File: config.mk
export PLATFORM = sky130hd
export DESIGN_NAME = pc_sequencer
export DESIGN_NICKNAME = d
export VERILOG_FILES = /design/src/rtl/pc_sequencer.sv
export SDC_FILE = /design/constraint.sdc
export NUM_CORES = 1
export LEC_CHECK = 0
export ABC_CLOCK_PERIOD_IN_PS = 5700
export BUFFER_PORTS_ARGS = -buffer_cell sky130_fd_sc_hd__buf_2
export CAP_MARGIN = 30
export CORE_ASPECT_RATIO = 1.5
export CORE_UTILIZATION = 52
export CTS_CLUSTER_DIAMETER = 150
export DETAILED_ROUTE_END_ITERATION = 12
export PLACE_DENSITY = 0.88
export SETUP_SLACK_MARGIN = 0.05
export SYNTH_ARGS = -nofsm -noshare
export SYNTH_HDL_FRONTEND = slang
export SYNTH_SLANG_ARGS = --single-unit
File: constraint.sdc
create_clock -name clk -period 5.7 [get_ports clk]
set_clock_uncertainty 0.15 [all_clocks]
set_input_delay 1.14 -clock clk [delete_from_list [all_inputs] [get_ports clk]]
set_output_delay 1.14 -clock clk [all_outputs]
set_load 0.02 [all_outputs]
File: src/rtl/pc_sequencer.sv
// Fetch sequencer: drives the external PC register, runs the imem fetch
// handshake, branch select, halt/resume, fetch watchdog and retire counter.
module pc_sequencer #(
  parameter int              ADDR_W    = 20,
  parameter logic [ADDR_W-1:0] RESET_VEC = '0,
  parameter int              TIMEOUT   = 16,
  parameter int              CNT_W     = 32
) (
  input  logic              clk,
  input  logic              rst_n,
  input  logic [ADDR_W-1:0] pc_cur,
  output logic [ADDR_W-1:0] pc_next,
  output logic              pc_load,
  output logic              fetch_req,
  output logic [ADDR_W-1:0] fetch_addr,
  input  logic              fetch_ack,
  input  logic              branch_taken,
  input  logic [ADDR_W-1:0] branch_target,
  input  logic              halt,
  input  logic              resume,
  output logic              fetch_err,
  output logic              busy,
  output logic [1:0]        state,
  output logic [CNT_W-1:0]  instr_count
);

  localparam int WD_W = $clog2(TIMEOUT) + 1;
  localparam logic [WD_W-1:0]   WD_LAST = WD_W'(TIMEOUT - 1);
  localparam logic [WD_W-1:0]   WD_ONE  = WD_W'(1);
  localparam logic [ADDR_W-1:0] PC_ONE  = ADDR_W'(1);
  localparam logic [CNT_W-1:0]  CNT_ONE = CNT_W'(1);

  typedef enum logic [1:0] {
    BOOT   = 2'd0,
    FETCH  = 2'd1,
    UPDATE = 2'd2,
    HALT   = 2'd3
  } state_e;

  state_e            state_q, state_d;
  logic              err_q, err_d;
  logic [CNT_W-1:0]  cnt_q, cnt_d;
  logic [WD_W-1:0]   wd_q, wd_d;

  always_ff @(posedge clk) begin
    if (!rst_n) begin
      state_q <= BOOT;
      err_q   <= 1'b0;
      cnt_q   <= '0;
      wd_q    <= '0;
    end else begin
      state_q <= state_d;
      err_q   <= err_d;
      cnt_q   <= cnt_d;
      wd_q    <= wd_d;
    end
  end

  always_comb begin
    state_d   = state_q;
    err_d     = err_q;
    cnt_d     = cnt_q;
    wd_d      = '0;
    pc_load   = 1'b0;
    pc_next   = pc_cur;
    fetch_req = 1'b0;
    unique case (state_q)
      BOOT: begin
        pc_load = 1'b1;
        pc_next = RESET_VEC;
        state_d = FETCH;
      end
      FETCH: begin
        fetch_req = 1'b1;
        // an ack on the final watchdog cycle still wins
        if (fetch_ack) begin
          state_d = UPDATE;
        end else if (wd_q == WD_LAST) begin
          err_d   = 1'b1;
          state_d = HALT;
        end else begin
          wd_d = wd_q + WD_ONE;
        end
      end
      UPDATE: begin
        pc_load = 1'b1;
        pc_next = branch_taken ? branch_target : pc_cur + PC_ONE;
        cnt_d   = cnt_q + CNT_ONE;
        state_d = halt ? HALT : FETCH;
      end
      HALT: begin
        if (resume) begin
          state_d = FETCH;
          err_d   = 1'b0;
        end
      end
      default: state_d = BOOT;
    endcase
  end

  assign fetch_addr  = pc_cur;
  assign fetch_err   = err_q;
  assign busy        = (state_q != HALT);
  assign state       = state_q;
  assign instr_count = cnt_q;

endmodule

==> results.json <==
{
  "slew_viol_final": 0,
  "clk_pin_slew_ns": 0.07,
  "fin_crit_ns": 4.14,
  "clk_path_buf_depth": 2,
  "crit_path_end_kind": "output pin",
  "critical_path.cell_chain": "buf_2 > inv_1 > nand2_1 > a21oi_1 > o21ai_0 > o311ai_0 > buf_2",
  "critical_path_depth": 7,
  "critPathMaxStageDelay_ns": 0.46,
  "synth_top_area_share_pct": 28.6,
  "dpl.cell_count": 507,
  "hold_class": "flip-flop to flip-flop",
  "cts_tree": "yes",
  "slowest_stage": "nand2_1",
  "grt_pass1_vias": 2554,
  "crit_top_cell": "buf_2",
  "p_leak_nw": 1.62,
  "cts-root-buf": "clkbuf_8",
  "cp_top_family": "buffers and inverters",
  "fin_crit_sh_pct": 72.7,
  "ys_seq_area_share_pct": 28.6,
  "gp_congestion": 0.814,
  "async_flop_share_pct": 0,
  "synthTopCellsByArea": "dfxtp_1 29%, xnor2_1 7.5%, and2_1 6.7%, buf_4 5.6%, o21ai_0 5.5%",
  "outcome": "completed",
  "grt_pass1_wl_um": 11100,
  "wl_um": 7190,
  "rrSetupSlack_ns": 3.38,
  "synth-main-ff-cell": "dfxtp_1",
  "netlist_area_sq_mm": 0.00280,
  "reg2regPathDepth": 8,
  "synth_largest_area_cell": "dfxtp_1",
  "drtIter0Drc": 242,
  "rsz0062_at_grt": "no",
  "synth_warnings": 0,
  "die-area_sq_mm": 0.00569,
  "drtPass1Iterations": 4,
  "dp_hpwl_um": 5500,
  "synthTopCellsByCount": "40 x dfxtp_1, 31 x o21ai_0, 30 x and2_1",
  "worst_pin_slew_ns": 0.549,
  "required_ns": 4.41,
  "tns_ns": 0,
  "cts_buffers": 5,
  "drc": 0,
  "synth_edf_count": 0,
  "hold_viol": 0,
  "synth.distinct_cells": 44,
  "die-height_um": 91.9,
  "fin_cells": 515,
  "syn_to_final_growth_pct": 22.8,
  "fin_nets": 500,
  "routedWlPerCell_um": 14.0,
  "core_area_sq_mm": 0.00516,
  "postCtsHoldBufs": 0,
  "antenna_cells": 0,
  "overflow": 0,
  "ys_ff_latch": 40,
  "cts_sinks": 40,
  "drive_gt1_share_pct": 32.2,
  "htree_levels": 2,
  "p_per_area_mw_per_mm2": 240,
  "ios": 124,
  "hold_end": "wd_q[0]",
  "path_buf_inv": 3,
  "synthesis.instances": 347,
  "worstPathArrival_ns": 2.85,
  "r2r_start": "state[0]",
  "avgSynthCellArea_sq_um": 8.07,
  "synthesis.nets": 401,
  "grt_antenna_before_repair": 0,
  "setup_viol": 0,
  "fp.dieW_um": 61.9,
  "drv_cap": 0,
  "num_rows": 32,
  "via_per_inst": 5.62,
  "start_util_pct": 54.2,
  "peakVddDrop_v": 0.000175,
  "grt_max_degree": 39,
  "io_buffers": 123,
  "hold_path_depth": 1,
  "cp-start-kind": "primary input",
  "ctsResizeCount": 0,
  "grt.total_usage_pct": 25.2,
  "relSlewSlack_pct": 63.4,
  "worstPathMaxFanout": 32,
  "path_class": "primary input to output pin",
  "fmax_mhz": 241,
  "final_antenna_net_count": 0,
  "num_vias": 2894,
  "post-cts-setup-buffers": 0,
  "r2r_end": "instr_count[28]",
  "hp-start": "wd_q[0]",
  "clk_latency_ns": 0.29,
  "synth.most_common_cell": "dfxtp_1"
}
[cells in the final DEF, fill, tap and decap left out, drive strengths merged, types with 4 or more instances in the layout]
| cell type | instances |
|---|---|
| nor4 | 5 |
| xor2 | 10 |
| buf | 125 |
| dfxtp | 40 |
| o21ai | 32 |
| xnor2 | 24 |
| a21boi | 4 |
| a32oi | 7 |
| and3 | 10 |
| ha | 8 |
| nor2 | 20 |
| inv | 10 |
| clkbuf | 7 |
| nor3 | 7 |
| and2 | 30 |
| a21oi | 12 |
| nand2 | 21 |
| and4 | 4 |
| nand3 | 22 |
| nand4 | 21 |
[per-layer routing]
metal,share of wire [%],global-route usage (%),wire length (um),vias up
li1,-,-,-,1412
met4,2.7,10.9,195,0
met1,38,26.4,2710,1341
met3,7.1,5.92,512,17
met5,0,0,0,-
met2,52,45.2,3770,124
[state kept, by name, indices dropped and copies added, names as in the netlist]
register	count
fetch_err	1
instr_count	32
state	2
wd_q	5
[through the flow]
step	hold slack, ns	power (mW)	area, sq um	setup WS (ns)	utilization (%)
after floorplan	0.268	0.485	2800	1.74	-
after global placement	0.284	0.576	3310	1.67	64.1
after detailed placement	0.290	0.580	3310	1.62	64.1
after CTS	0.305	0.829	3440	1.61	66.5
after global routing	0.327	0.874	3440	1.40	66.5
final	0.299	0.825	3440	1.56	66.5
[area by class of cell]
class,instances,area [sq um]
timing repair buffer,125,631
multi-input combinational,264,1760
inverter,10,37.5
sequential,40,801
clock buffer,7,96.3
tap,68,85.1
clock inverter,1,30.0
fill,423,1730
[power breakdown]
part | switching (mW) | internal (mW)
sequential | 0.00651 | 0.284
clock | 0.0965 | 0.154
combinational | 0.187 | 0.0963
total | 0.290 | 0.535
[cells by family (layout without fill, tap and decap cells)]
group | Yosys count | in the layout | share of synthesized area [%]
adders and majority gates | 8 | 8 | 3.58
AOI/OAI and AO/OA | 68 | 68 | 14.8
and+or+nand+nor | 151 | 151 | 32.6
buffers and inverters | 43 | 143 | 8.63
DFF | 40 | 40 | 28.6
muxes | 3 | 3 | 1.07
xor gates and xnor gates | 34 | 34 | 10.6
[worst register-to-register path, delay by kind of cell (launching register included)]
kind / cells / cell delay, ns
AND/OR/NAND/NOR: 3 / 0.78
XOR/XNOR: 1 / 0.17
buffers and inverters: 3 / 0.61
flip-flops: 1 / 0.35
adder cells (fa/ha/maj): 1 / 0.17
[worst max-delay path by stage]
| stage | start | to | slack [ns] |
|---|---|---|---|
| after detailed placement | branch_taken | pc_next[12] | 1.62 |
| after global routing | branch_taken | pc_next[12] | 1.40 |
| final | branch_taken | pc_next[12] | 1.56 |
| after global placement | pc_cur[0] | pc_next[14] | 1.67 |
| after CTS | branch_taken | pc_next[12] | 1.61 |
| after floorplan | pc_cur[0] | pc_next[12] | 1.74 |
Note: power is estimated with default switching activity, not from simulation.
